===== src/rtl/mc_pkg.sv =====
// Shared encodings for the multi-cycle MIPS controller: FSM states, opcode/func
// constants, ALU operation codes, mux selector codes and ALUOp classes.
package mc_pkg;

    typedef enum logic [4:0] {
        S_START,
        S_FETCH,
        S_DECODE,
        S_MEMADR,
        S_MEMRD,
        S_MEMWB,
        S_MEMWR,
        S_RT_EX,
        S_RT_WB,
        S_IMM_EX,
        S_IMM_WB,
        S_BEQ,
        S_BNE,
        S_J,
        S_JAL,
        S_JR,
        S_HALT
    } state_t;

    localparam logic [5:0] OPC_RTYPE = 6'b000000;
    localparam logic [5:0] OPC_LW    = 6'b100011;
    localparam logic [5:0] OPC_SW    = 6'b101011;
    localparam logic [5:0] OPC_BEQ   = 6'b000100;
    localparam logic [5:0] OPC_BNE   = 6'b000101;
    localparam logic [5:0] OPC_J     = 6'b000010;
    localparam logic [5:0] OPC_JAL   = 6'b000011;
    localparam logic [5:0] OPC_ADDI  = 6'b001000;
    localparam logic [5:0] OPC_SLTI  = 6'b001010;

    localparam logic [5:0] FUNC_JR  = 6'b001000;
    localparam logic [5:0] FUNC_ADD = 6'b100000;
    localparam logic [5:0] FUNC_SUB = 6'b100010;
    localparam logic [5:0] FUNC_AND = 6'b100100;
    localparam logic [5:0] FUNC_OR  = 6'b100101;
    localparam logic [5:0] FUNC_SLT = 6'b101010;

    localparam logic [2:0] ALU_AND = 3'b000;
    localparam logic [2:0] ALU_OR  = 3'b001;
    localparam logic [2:0] ALU_ADD = 3'b010;
    localparam logic [2:0] ALU_SUB = 3'b110;
    localparam logic [2:0] ALU_SLT = 3'b111;

    localparam logic [1:0] SRCB_REG    = 2'd0;
    localparam logic [1:0] SRCB_FOUR   = 2'd1;
    localparam logic [1:0] SRCB_IMM    = 2'd2;
    localparam logic [1:0] SRCB_IMM_SH = 2'd3;

    localparam logic [1:0] PCSRC_ALU    = 2'd0;
    localparam logic [1:0] PCSRC_JUMP   = 2'd1;
    localparam logic [1:0] PCSRC_ALUOUT = 2'd2;
    localparam logic [1:0] PCSRC_A      = 2'd3;

    localparam logic [1:0] ALUOP_ADD  = 2'd0;
    localparam logic [1:0] ALUOP_SUB  = 2'd1;
    localparam logic [1:0] ALUOP_FUNC = 2'd2;
    localparam logic [1:0] ALUOP_SLT  = 2'd3;

    function automatic logic opc_legal(input logic [5:0] opc);
        case (opc)
            OPC_RTYPE, OPC_LW, OPC_SW, OPC_BEQ, OPC_BNE,
            OPC_J, OPC_JAL, OPC_ADDI, OPC_SLTI: opc_legal = 1'b1;
            default:                            opc_legal = 1'b0;
        endcase
    endfunction

endpackage


===== src/rtl/multicycle_controller_alu_control.sv =====
// ALU decoder: turns the controller's ALUOp class plus the R-type func field
// into the 3-bit ALUOperation code.
module alu_control
    import mc_pkg::*;
(
    input  logic [1:0] alu_op,
    input  logic [5:0] func,
    output logic [2:0] alu_operation
);

    always_comb begin
        alu_operation = ALU_ADD;
        case (alu_op)
            ALUOP_ADD: alu_operation = ALU_ADD;
            ALUOP_SUB: alu_operation = ALU_SUB;
            ALUOP_SLT: alu_operation = ALU_SLT;
            default: begin
                case (func)
                    FUNC_ADD: alu_operation = ALU_ADD;
                    FUNC_SUB: alu_operation = ALU_SUB;
                    FUNC_AND: alu_operation = ALU_AND;
                    FUNC_OR:  alu_operation = ALU_OR;
                    FUNC_SLT: alu_operation = ALU_SLT;
                    default:  alu_operation = ALU_ADD;
                endcase
            end
        endcase
    end

endmodule


===== src/rtl/multicycle_controller.sv =====
// Moore control FSM for the multi-cycle MIPS datapath. Build option
// ILLEGAL_TRAP_EN: illegal opcodes halt with a sticky flag instead of acting as NOPs.
module multicycle_controller
    import mc_pkg::*;
(
    input  logic       clk,
    input  logic       rst,
    input  logic [5:0] opc,
    input  logic [5:0] func,
    input  logic       zero,
    output logic       PCLoad,
    output logic       IorD,
    output logic       MemRead,
    output logic       MemWrite,
    output logic       IRWrite,
    output logic       RegDst,
    output logic       JalSig1,
    output logic       MemToReg,
    output logic       JalSig2,
    output logic       RegWrite,
    output logic       ALUSrcA,
    output logic [1:0] ALUSrcB,
    output logic [2:0] ALUOperation,
    output logic [1:0] PCSrc,
    output logic       instr_done,
    output logic       illegal
);

    state_t     state;
    state_t     next_state;
    logic [1:0] alu_op;
    logic       alu_used;
    logic [2:0] alu_decoded;

    always_ff @(posedge clk or negedge rst) begin
        if (!rst) state <= S_START;
        else      state <= next_state;
    end

    always_comb begin
        next_state = S_FETCH;
        case (state)
            S_START:  next_state = S_FETCH;
            S_FETCH:  next_state = S_DECODE;
            S_DECODE: begin
                case (opc)
                    OPC_RTYPE:         next_state = (func == FUNC_JR) ? S_JR : S_RT_EX;
                    OPC_LW, OPC_SW:    next_state = S_MEMADR;
                    OPC_BEQ:           next_state = S_BEQ;
                    OPC_BNE:           next_state = S_BNE;
                    OPC_J:             next_state = S_J;
                    OPC_JAL:           next_state = S_JAL;
                    OPC_ADDI, OPC_SLTI: next_state = S_IMM_EX;
`ifdef ILLEGAL_TRAP_EN
                    default:           next_state = S_HALT;
`else
                    default:           next_state = S_FETCH;
`endif
                endcase
            end
            S_MEMADR: next_state = (opc == OPC_LW) ? S_MEMRD : S_MEMWR;
            S_MEMRD:  next_state = S_MEMWB;
            S_RT_EX:  next_state = S_RT_WB;
            S_IMM_EX: next_state = S_IMM_WB;
            S_HALT:   next_state = S_HALT;
            default:  next_state = S_FETCH;
        endcase
    end

    // Moore decode; zero only reaches PCLoad in the two branch states.
    always_comb begin
        PCLoad     = 1'b0;
        IorD       = 1'b0;
        MemRead    = 1'b0;
        MemWrite   = 1'b0;
        IRWrite    = 1'b0;
        RegDst     = 1'b0;
        JalSig1    = 1'b0;
        MemToReg   = 1'b0;
        JalSig2    = 1'b0;
        RegWrite   = 1'b0;
        ALUSrcA    = 1'b0;
        ALUSrcB    = SRCB_REG;
        PCSrc      = PCSRC_ALU;
        instr_done = 1'b0;
        alu_op     = ALUOP_ADD;
        alu_used   = 1'b0;
        case (state)
            S_FETCH: begin
                MemRead  = 1'b1;
                IRWrite  = 1'b1;
                ALUSrcB  = SRCB_FOUR;
                alu_used = 1'b1;
                PCLoad   = 1'b1;
            end
            S_DECODE: begin
                ALUSrcB  = SRCB_IMM_SH;
                alu_used = 1'b1;
`ifndef ILLEGAL_TRAP_EN
                instr_done = !opc_legal(opc);
`endif
            end
            S_MEMADR: begin
                ALUSrcA  = 1'b1;
                ALUSrcB  = SRCB_IMM;
                alu_used = 1'b1;
            end
            S_MEMRD: begin
                MemRead = 1'b1;
                IorD    = 1'b1;
            end
            S_MEMWB: begin
                RegWrite   = 1'b1;
                MemToReg   = 1'b1;
                instr_done = 1'b1;
            end
            S_MEMWR: begin
                MemWrite   = 1'b1;
                IorD       = 1'b1;
                instr_done = 1'b1;
            end
            S_RT_EX: begin
                ALUSrcA  = 1'b1;
                alu_op   = ALUOP_FUNC;
                alu_used = 1'b1;
            end
            S_RT_WB: begin
                RegWrite   = 1'b1;
                RegDst     = 1'b1;
                instr_done = 1'b1;
            end
            S_IMM_EX: begin
                ALUSrcA  = 1'b1;
                ALUSrcB  = SRCB_IMM;
                alu_op   = (opc == OPC_SLTI) ? ALUOP_SLT : ALUOP_ADD;
                alu_used = 1'b1;
            end
            S_IMM_WB: begin
                RegWrite   = 1'b1;
                instr_done = 1'b1;
            end
            S_BEQ, S_BNE: begin
                ALUSrcA    = 1'b1;
                alu_op     = ALUOP_SUB;
                alu_used   = 1'b1;
                PCSrc      = PCSRC_ALUOUT;
                PCLoad     = (state == S_BEQ) ? zero : !zero;
                instr_done = 1'b1;
            end
            S_J: begin
                PCSrc      = PCSRC_JUMP;
                PCLoad     = 1'b1;
                instr_done = 1'b1;
            end
            S_JAL: begin
                // $31 captures the already-incremented PC on the PC-update edge.
                PCSrc      = PCSRC_JUMP;
                PCLoad     = 1'b1;
                RegWrite   = 1'b1;
                JalSig1    = 1'b1;
                JalSig2    = 1'b1;
                instr_done = 1'b1;
            end
            S_JR: begin
                PCSrc      = PCSRC_A;
                PCLoad     = 1'b1;
                instr_done = 1'b1;
            end
            default: ;
        endcase
    end

    alu_control u_alu_control (
        .alu_op        (alu_op),
        .func          (func),
        .alu_operation (alu_decoded)
    );

    assign ALUOperation = alu_used ? alu_decoded : ALU_AND;

`ifdef ILLEGAL_TRAP_EN
    logic illegal_q;

    always_ff @(posedge clk or negedge rst) begin
        if (!rst)                                          illegal_q <= 1'b0;
        else if (state == S_DECODE && !opc_legal(opc))     illegal_q <= 1'b1;
    end

    assign illegal = illegal_q;
`else
    assign illegal = 1'b0;
`endif

endmodule


===== config.mk =====
export PLATFORM = sky130hd
export DESIGN_NAME = multicycle_controller
export DESIGN_NICKNAME = d
export VERILOG_FILES = /design/src/rtl/mc_pkg.sv /design/src/rtl/multicycle_controller_alu_control.sv /design/src/rtl/multicycle_controller.sv
export SDC_FILE = /design/constraint.sdc
export NUM_CORES = 1
export LEC_CHECK = 0
export ABC_AREA = 1
export BUFFER_PORTS_ARGS = -buffer_cell sky130_fd_sc_hd__buf_4
export CAP_MARGIN = 30
export CORE_MARGIN = 2
export CORE_UTILIZATION = 45
export CTS_CLUSTER_DIAMETER = 40
export DETAILED_ROUTE_END_ITERATION = 8
export GPL_TIMING_DRIVEN = 0
export PLACE_DENSITY = 0.75
export SLEW_MARGIN = 20
export SYNTH_ARGS = -nofsm -noshare
export SYNTH_HDL_FRONTEND = slang
export SYNTH_HIERARCHICAL = 1
export SYNTH_SLANG_ARGS = --single-unit

===== constraint.sdc =====
create_clock -name clk -period 5 [get_ports clk]
set_clock_uncertainty 0.05 [all_clocks]
set_input_delay 0.75 -clock clk [delete_from_list [all_inputs] [get_ports clk]]
set_output_delay 0.75 -clock clk [all_outputs]
set_load 0.02 [all_outputs]

==> impl_metrics.yaml <==
routing:
  drt_iter0_drc: 22
  route.antenna.remaining_nets: 0
  avgRoutedWirePerCell_um: 9.498
  vias: 1129
  routed_wl_um: 2232
  vias_per_cell: 4.804
  firstDrtPassIters: 4
  drc: 0
timing:
  slew_viol_final: 0
  timing.final.crit_share_pct: 61.34
  fmax_mhz: 326.1
  hold_ws_ns: 0.2494
  setup_ws_ns: 1.933
  setup_tns_ns: 0
  rsz0062_at_grt: "no"
  finalCriticalPeriod_ns: 3.067
  setup_viol_count_final: 0
  hold_violations: 0
clock_tree:
  cts_tree: "yes"
  numCtsBuffers: 3
  root_buffer: "clkbuf_4"
  htree_num_levels: 1
  postCtsSetupRepairBufs: 0
  clockBufferDepth: 2
  cts.sinks: 5
  post_cts_resized: 0
  postCtsHoldBufs: 0
  clk_pin_slew_worst_paths_ns: 0.04
  clk_latency_ns: 0.24
hold_path:
  hold_class: "primary input to async pin"
floorplan:
  row_count: 15
  die-area_um2: 2261
  ios: 35
  core_area_um2: 1764
  start_util_pct: 48.37
  die_h_um: 47.55
  die_width_um: 47.55
synth:
  syn_nets: 188
  ys_warn_count: 6
  synth_cells: 173
  ys_seq_elements: 5
  synthesis.area_um2: 853.3
  avgSynthCellArea_um2: 4.932
  ys_seq_area_share_pct: 14.66
  ys_types: 22
placement:
  portBuffers: 33
  dp_hpwl_um: 1937
  routabilityCongestion: 0.9023
  pre_cts_slack_ns: 1.951
worst_setup_path:
  cp.required_ns: 4.20
  worstPathMaxFanout: 6
  critPathMaxStageDelay_ns: 0.27
  crit_path_end_kind: "output port"
  worstPathArrival_ns: 2.27
  startpoint_type: "primary input"
  cp_cell_sequence: "buf_4, nor2_1, nand2_1, nor2_1, nand3_1, nand2_1, inv_1, nor2_1, nand2_1, inv_1, o21ai_1, a21boi_1, buf_4"
  crit_slowest_cell: "nor2_1"
  critPathLaunch: "opc[5]"
  cp_num_buf_inv: 4
  critPathTopFamily: "simple AND/OR/NAND/NOR gates"
  rr_startpoint: "state[4]"
  crit_type: "primary input to output port"
global_routing:
  grt_pass1_vias: 984
  grt_first_pass_wirelength_um: 3746
  grt_antenna_before_repair: 0
  grt-ovfl-total: 0
  grt_start_max_net_pins: 11
  track_usage_pct: 23.21
cells_and_area:
  top_register: "state"
  largest_reg_flops: 5
  fill_cells: 184
  finalNetCount: 226
  final_cell_mix: "52 x nand2_1, 40 x nor2_1, 35 x buf_4"
  reg_top3: "state: 5 flops"
  diodes: 0
  multi_input_area_um2: 604.3
  final_common_cell: "nand2_1"
  utilization_pct: 65.67
  area_growth_pct: 35.78
  drive_gt1_share_pct: 21.90
  seq_area_um2: 125.1
power_and_ir_drop:
  leakagePower_nw: 0.7369
  cellPowerDensity_nw_per_um2: 458.5
  ir_worst_vdd_mv: 0.2065
  total_power_mw: 0.5312
run:
  maxCapViolCount: 0
status:
  status: "finished clean"
==> final timing paths <==
kind                            cells past startpoint  slack, ns         endpoint
worst max-delay path                               13       1.93  ALUOperation[1]
worst min-delay path                                1       0.25         state[2]
worst max register to register                      7       3.67         state[1]
worst min register to register                      3       0.58         state[4]
max in group asynchronous                           1       4.55         state[4]
min in group clk                                    3       0.58         state[4]
==> kinds of logic (layout without fill, tap and decap cells) <==
family | Yosys count | after routing | synth area share, %
flip-flops | 5 | 5 | 14.66
buffers and inverters | 31 | 68 | 14.52
XOR/XNOR | 1 | 1 | 1.027
other | 1 | 1 | 0.4395
AND/OR/NAND/NOR | 121 | 121 | 59.09
AO/OA/AOI/OAI | 14 | 14 | 10.26
==> cell type report <==
cell class                      count  area share [%]
Clock buffer                        4           2.268
Buffer                              2           1.296
Tap cell                           25           2.700
Inverter                           29           9.395
Multi-Input combinational cell    137           52.16
Sequential cell                     5           10.80
Timing Repair Buffer               33           21.38
==> Yosys cell counts <==
master	instances	area [µm²]
a21boi_1	3	22.52
a21o_1	1	7.510
a21oi_1	2	10.01
a22oi_1	1	7.510
buf_4	2	15.01
conb_1	1	3.750
dfrtp_1	5	125.1
inv_1	27	101.4
inv_2	2	7.510
nand2_1	52	195.2
nand3_1	19	95.09
nand3_2	1	10.01
nand3b_1	1	7.510
nor2_1	40	150.1
nor2_2	4	25.02
nor3_1	3	15.01
o211ai_1	1	7.510
o21ai_0	3	15.01
o21ai_1	2	10.01
o21bai_1	1	7.510
or2_2	1	6.260
xor2_1	1	8.760
==> stage by stage <==
stage,area [µm²],instances
after floorplan,853.3,173
after global placement,1132,231
after detailed placement,1132,231
after CTS,1159,235
after global routing,1159,235
final,1159,235
==> per-layer routing <==
layer  GRT usage (%)  up-vias  wire length, µm
met5               0        -                0
met4           12.43        0               38
met3           3.019        5              106
met2           40.00       39             1123
met1           27.92      478              962
li1                -      607                -
==> where the power goes <==
group / internal, mW / total [mW] / switching (mW)
combinational: 0.156 / 0.411 / 0.255
clock: 0.0301 / 0.0456 / 0.0155
sequential: 0.0549 / 0.0742 / 0.0193
(Power assumes the default switching activity.)
